[config.mk]
export PLATFORM = sky130hd
export DESIGN_NAME = alu_flat
export DESIGN_NICKNAME = d
export VERILOG_FILES = /design/src/rtl/alu_if.sv /design/src/rtl/alu.sv /design/src/flat_wrapper.sv
export SDC_FILE = /design/constraint.sdc
export NUM_CORES = 1
export LEC_CHECK = 0
export ABC_AREA = 1
export BUFFER_PORTS_ARGS = -buffer_cell sky130_fd_sc_hd__buf_2
export CORE_UTILIZATION = 30
export CTS_CLUSTER_DIAMETER = 100
export DETAILED_ROUTE_END_ITERATION = 8
export PLACE_DENSITY = 0.48
export SLEW_MARGIN = 20
export SYNTH_ARGS = -nofsm -noshare
export SYNTH_HDL_FRONTEND = slang
export SYNTH_SLANG_ARGS = --single-unit
[constraint.sdc]
create_clock -name clk -period 0.84 [get_ports clk]
set_input_delay 0.042 -clock clk [delete_from_list [all_inputs] [get_ports clk]]
set_output_delay 0.042 -clock clk [all_outputs]
set_load 0.005 [all_outputs]
[src/rtl/alu_if.sv]
// rtl/alu_if.sv - operand/opcode request and registered result bundle for the alu
interface alu_if;
  logic        enable;
  logic [31:0] a;
  logic [31:0] b;
  logic [2:0]  opcode;
  logic        zf;
  logic        cf;
  logic [32:0] res;

  modport master (
    output enable, a, b, opcode,
    input  zf, cf, res
  );

  modport slave (
    input  enable, a, b, opcode,
    output zf, cf, res
  );
endinterface

[src/rtl/alu.sv]
// rtl/alu.sv - 32-bit registered alu with carry/borrow and zero flags
module alu (
  input logic   clk,
  input logic   rst_n,
  alu_if.slave  bus
);
  localparam logic [2:0] OP_ADD = 3'd0;
  localparam logic [2:0] OP_SUB = 3'd1;
  localparam logic [2:0] OP_INC = 3'd2;
  localparam logic [2:0] OP_DEC = 3'd3;
  localparam logic [2:0] OP_AND = 3'd4;
  localparam logic [2:0] OP_OR  = 3'd5;
  localparam logic [2:0] OP_NOT = 3'd6;
  localparam logic [2:0] OP_XOR = 3'd7;

  logic [32:0] op_a;
  logic [32:0] op_b;
  logic [32:0] next_res;
  logic        next_cf;
  logic        next_zf;
  logic [32:0] res_q;
  logic        cf_q;
  logic        zf_q;

  assign op_a = {1'b0, bus.a};
  assign op_b = {1'b0, bus.b};

  // Logic ops leave bit 32 clear, so the carry flag falls out as zero for them.
  always_comb begin
    next_res = 33'd0;
    case (bus.opcode)
      OP_ADD:  next_res = op_a + op_b;
      OP_SUB:  next_res = op_a - op_b;
      OP_INC:  next_res = op_a + 33'd1;
      OP_DEC:  next_res = op_a - 33'd1;
      OP_AND:  next_res = {1'b0, bus.a & bus.b};
      OP_OR:   next_res = {1'b0, bus.a | bus.b};
      OP_NOT:  next_res = {1'b0, ~bus.a};
      OP_XOR:  next_res = {1'b0, bus.a ^ bus.b};
      default: next_res = 33'd0;
    endcase
  end

  assign next_cf = next_res[32];
  assign next_zf = (next_res[31:0] == 32'd0);

  always_ff @(posedge clk or negedge rst_n) begin
    if (!rst_n) begin
      res_q <= 33'd0;
      cf_q  <= 1'b0;
      zf_q  <= 1'b1;
    end else if (bus.enable) begin
      res_q <= next_res;
      cf_q  <= next_cf;
      zf_q  <= next_zf;
    end
  end

  assign bus.res = res_q;
  assign bus.cf  = cf_q;
  assign bus.zf  = zf_q;
endmodule

[src/flat_wrapper.sv]
// flat-port wrapper written by rule: the top's interface ports become plain ports
module alu_flat 
  (clk, rst_n, bus_enable, bus_a, bus_b, bus_opcode, bus_zf, bus_cf, bus_res);
  alu_if bus_i ();
  input logic clk;
  input logic rst_n;
  input wire logic [$bits(bus_i.enable)-1:0] bus_enable;
  input wire logic [$bits(bus_i.a)-1:0] bus_a;
  input wire logic [$bits(bus_i.b)-1:0] bus_b;
  input wire logic [$bits(bus_i.opcode)-1:0] bus_opcode;
  output wire logic [$bits(bus_i.zf)-1:0] bus_zf;
  output wire logic [$bits(bus_i.cf)-1:0] bus_cf;
  output wire logic [$bits(bus_i.res)-1:0] bus_res;
  assign bus_i.enable = bus_enable;
  assign bus_i.a = bus_a;
  assign bus_i.b = bus_b;
  assign bus_i.opcode = bus_opcode;
  assign bus_zf = bus_i.zf;
  assign bus_cf = bus_i.cf;
  assign bus_res = bus_i.res;
  alu u_core (.clk(clk), .rst_n(rst_n), .bus(bus_i));
endmodule
==> flow_results.org <==
** Worst hold path
- Class of the worst hold path :: in2async

** Finish
- Number of diodes added for antenna fixing :: 0
- Area Overhead vs Synth :: 75.1%
- Net count reported at finish :: around 1800
- Layout cells sized above 1 :: 0.438
- Filler cell count in the final layout :: 2215
- Summing all multi-input logic gate instances after layout gives ~0.0063 mm^2.
- Area occupied by registers :: 852 um^2

** STA
- Worst setup slack after layout :: -2.38 ns
- Maximum clock frequency :: about 310 MHz
- In the finished design, the share of the clock period the worst path needs comes to 3.83.
- Final critical-path required period :: roughly 3.2 ns
- Hold Slack :: 0.179 ns
- The total count of max-transition violations in the final report was 0.
- Setup violations remaining at the end of the flow were counted as 38.
- Setup repair after global routing could not meet its margin everywhere.
- Largest clock skew in the final design :: 0 ns
- In this run the tightest slew margin relative to its limit is 0.609.
- The count of final hold-check violations was 0.
- Transition at the pin with the smallest max-transition slack :: between 0.5 and 0.6 ns

** Job
- Across the run, the number of max-cap violations was 0.

** Die
- The initial utilization of the core area, before any placement, comes to 0.309.
- Measured along the x axis, the die boundary spans roughly 150 um.
- DIE AREA :: ~0.023 mm^2
- Number of I/O pins :: about 110
- The initialized floorplan defines 54 standard-cell rows.
- In this run the standard cell core region covers around 0.022 mm^2.
- Die boundary height :: between 150 and 200 um

** Setup path
- Cell with the largest stage delay on the worst path :: sky130_fd_sc_hd__ha_1
- Critical path launch point type :: input port
- Worst path required time :: 1.01 ns
- The worst register-to-register path begins at u_core.bus.res[30].
- Crit Path Category :: in2reg
- Count of buffering cells on the critical path with inverters included :: 6
- The worst setup path is captured at a flop.
- Stage delay of the slowest cell on the critical path :: between 0.3 and 0.4 ns
- Maximum fanout count along the critical path :: 5
- In this run the worst setup path begins at bus_b[0].
- For the worst setup path, the data arrival time is 3.38 ns.
- Grouping stages by cell kind, the critical path spends the most delay in simple AND/OR/NAND/NOR gates.
- Cell seen most often among critical-path stages :: sky130_fd_sc_hd__nand2_2

** Run status
- Failing checks :: DRC, setup timing
- The flow ran to the end, but the final reports show violations.

** Power and ir drop
- In this run the static leakage power is about 6.3 nW.
- For this design the ratio of total power to cell area is 1080 mW/mm^2.
- VDD sags by at most a little over 0.0009 V.

** Placed design
- The count of buffers added on input and output ports is around 100.
- Pre-CTS setup slack :: -2.76 ns
- Final HPWL from detailed placement :: roughly 26000 um
- Last weighted congestion value of the routability-driven placer :: ~0.92

** Route
- WL per Instance :: between 15 and 20 um
- Number of nets with antenna violations after routing :: 0
- Via count :: around 9100
- Summed over all layers, the routed wires come to about 30000 um.
- Vias/cell :: 4.76
- First-iteration detailed-routing DRC count :: 467
- The pre-antenna-repair detailed-routing pass consisted of 9 iterations.
- Remaining routing DRC violations :: 9

** Clock network
- TritonCTS clock tree :: yes
- Clock tree synthesis found a total of 34 sinks.
- Number of CTS-inserted buffers :: 5
- Clock-pin slew was measured on the worst setup and hold paths at 0.05 ns.
- Clock latency on the worst-skew pair :: roughly 0.28 ns
- CTS max path bufs :: 2
- Number of H-tree levels :: 2
- The tree is rooted in a sky130_fd_sc_hd__clkbuf_16.

** Yosys
- Combined area of all synthesized cells :: around 0.0068 mm^2
- Each instance of the synthesized netlist takes up on average 5.78 um^2.
- Yosys warning count :: 0
- Share of flip-flops with an asynchronous set or reset :: 1.00
- The synthesized design contains 34 register bits.
- In this run, synthesis inferred 0 flip-flops with an integrated enable.
- Library cells used by synthesis :: 44
- Yosys top cell area share :: 0.199
- Top cell type by total area after synthesis :: sky130_fd_sc_hd__nand2_1
- The most used flip-flop cell after synthesis is sky130_fd_sc_hd__dfrtp_1.
- The number of nets in the synthesized netlist is roughly 1300.
- Most area-consuming cells after synthesis :: sky130_fd_sc_hd__nand2_1 (20%), sky130_fd_sc_hd__ha_1 (18%), sky130_fd_sc_hd__dfrtp_1 (12%), sky130_fd_sc_hd__inv_1 (10%), sky130_fd_sc_hd__nor2_1 (6.2%)
- For this run, the register share of the synthesized area comes to 0.125.
- Post-Synthesis Cells :: between 1000 and 1500

** Global route
- Global-route wire length before repair :: between 40000 and 50000 um
- Number of antenna violations at the first check in global routing :: 0
- For this run, the total global-route usage over all layers was measured as 0.259.
- Entering global routing, the biggest net connects 41 pins.
- The number of global-route vias before repair was 8681.
- Remaining global-route overflow :: 0
==> Yosys cell counts (2+ instances only) <==
master and instances:
sky130_fd_sc_hd__nand2_1 361, sky130_fd_sc_hd__inv_1 187, sky130_fd_sc_hd__nor2_1 113, sky130_fd_sc_hd__ha_1 97
sky130_fd_sc_hd__nand3_1 78, sky130_fd_sc_hd__o21ai_0 73, sky130_fd_sc_hd__a21oi_1 36, sky130_fd_sc_hd__dfrtp_1 33
sky130_fd_sc_hd__o21ai_1 23, sky130_fd_sc_hd__a31oi_1 19, sky130_fd_sc_hd__clkbuf_1 19, sky130_fd_sc_hd__xor2_1 13
sky130_fd_sc_hd__nor3_1 12, sky130_fd_sc_hd__a221oi_1 11, sky130_fd_sc_hd__nand4_1 10, sky130_fd_sc_hd__buf_2 9
sky130_fd_sc_hd__o2111ai_1 8, sky130_fd_sc_hd__inv_2 7, sky130_fd_sc_hd__nand3b_1 7, sky130_fd_sc_hd__nor2_4 6
sky130_fd_sc_hd__nor4_1 6, sky130_fd_sc_hd__a211oi_1 5, sky130_fd_sc_hd__o21bai_1 5, sky130_fd_sc_hd__o22ai_1 5
sky130_fd_sc_hd__and2_1 4, sky130_fd_sc_hd__nand2_2 4, sky130_fd_sc_hd__a22oi_1 3, sky130_fd_sc_hd__nor2_2 3
sky130_fd_sc_hd__a2bb2oi_1 2, sky130_fd_sc_hd__buf_4 2, sky130_fd_sc_hd__clkinv_1 2, sky130_fd_sc_hd__nand4_2 2
sky130_fd_sc_hd__o211ai_1 2, sky130_fd_sc_hd__xnor2_1 2
==> cells in the final DEF (no fill, tap or decap), types with 4 or more instances in the layout <==
cell type	n
sky130_fd_sc_hd__a211oi_1	5
sky130_fd_sc_hd__a21oi_1	16
sky130_fd_sc_hd__a21oi_2	14
sky130_fd_sc_hd__a21oi_4	6
sky130_fd_sc_hd__a221oi_1	11
sky130_fd_sc_hd__a31oi_1	18
sky130_fd_sc_hd__buf_12	10
sky130_fd_sc_hd__buf_2	99
sky130_fd_sc_hd__buf_4	332
sky130_fd_sc_hd__buf_6	25
sky130_fd_sc_hd__clkbuf_16	5
sky130_fd_sc_hd__dfrtp_1	33
sky130_fd_sc_hd__ha_1	74
sky130_fd_sc_hd__ha_4	21
sky130_fd_sc_hd__inv_1	172
sky130_fd_sc_hd__inv_2	12
sky130_fd_sc_hd__inv_4	4
sky130_fd_sc_hd__nand2_1	302
sky130_fd_sc_hd__nand2_2	49
sky130_fd_sc_hd__nand2_4	15
sky130_fd_sc_hd__nand3_1	48
sky130_fd_sc_hd__nand3_2	25
sky130_fd_sc_hd__nand3_4	6
sky130_fd_sc_hd__nand3b_1	7
sky130_fd_sc_hd__nand4_1	10
sky130_fd_sc_hd__nor2_1	83
sky130_fd_sc_hd__nor2_2	16
sky130_fd_sc_hd__nor2_4	23
sky130_fd_sc_hd__nor3_1	8
sky130_fd_sc_hd__nor4_1	4
sky130_fd_sc_hd__o2111ai_1	8
sky130_fd_sc_hd__o21ai_0	45
sky130_fd_sc_hd__o21ai_1	37
sky130_fd_sc_hd__o21ai_2	10
sky130_fd_sc_hd__o21ai_4	4
sky130_fd_sc_hd__o22ai_1	4
sky130_fd_sc_hd__xor2_1	13
==> final timing paths <==
kind / endpoint / slack, ns / depth (start not counted)
setup / recovery: u_core.bus.res[27] / -2.38 / 30
min in group clk: u_core.bus.res[3] / 0.23 / 5
max in group asynchronous: u_core.bus.res[28] / 0.24 / 3
hold reg to reg: u_core.bus.res[2] / 0.47 / 2
hold / removal: u_core.bus.res[3] / 0.18 / 2
setup reg to reg: u_core.bus.res[30] / 0.07 / 3
==> report_power, final <==
| group | total, mW | switching, mW | internal, mW |
|---|---|---|---|
| logic | 8.97 | 4.73 | 4.24 |
| clock network | 1.86 | 0.681 | 1.18 |
| registers | 2.04 | 0.132 | 1.91 |
==> registers in the layout, indices dropped and copies added, names as in the netlist <==
signal / count
u_core.bus.zf: 1
u_core.bus.cf: 1
u_core.bus.res: 32
==> cell type report <==
| class | instances | area share |
|---|---|---|
| repair buffers | 470 | 0.295 |
| well taps | 280 | 0.0294 |
| clock inverters | 1 | 0.000419 |
| inverters | 196 | 0.0665 |
| flip-flops and latches | 34 | 0.0714 |
| multi-input cells | 918 | 0.525 |
| clock buffers | 7 | 0.0120 |
==> per-layer routing <==
metal / GRT usage / vias to the layer above / wire [um]
met3: 0.0387 / 33 / 1640
li1: - / 4708 / -
met5: 0 / - / 0
met2: 0.388 / 222 / 12500
met4: 0.0481 / 0 / 441
met1: 0.389 / 4104 / 15800
==> worst register-to-register path, delay by kind of cell (launching register included) <==
kind / cells / cell delay [ns]
DFF: 1 / 0.39
buffers and inverters: 1 / 0.14
and+or+nand+nor: 1 / 0.06
AOI/OAI and AO/OA: 1 / 0.06
==> per-stage QoR <==
step,instances,instance area (um^2),utilization,power (mW),TNS (ns)
finish,1906,11900,0.542,12.9,-60.38
CTS,1887,11400,0.518,12.2,-59.99
detailed placement,1855,10600,0.480,9.64,-72.92
global route,1906,11900,0.542,13.9,-66.50
floorplan,1179,7400,-,5.81,-46.60
global placement,1855,10600,0.480,9.61,-72.84
==> logic make-up after synthesis <==
family / after synthesis / synth area share
xor+xnor: 15 / 0.0193
fa+ha+maj: 98 / 0.181
flops: 34 / 0.125
buf+inv: 227 / 0.128
simple gates: 612 / 0.383
compound gates: 193 / 0.164
==> what timing repair did <==
item,4_1_cts,5_1_grt
hold endpoints to repair,34,0
pin swaps,81,54
gates resized for setup,129,100
setup endpoints to repair,39,57
setup buffers,31,20
hold buffers,1,0
No activity file was read; power rests on OpenSTA's default activity.
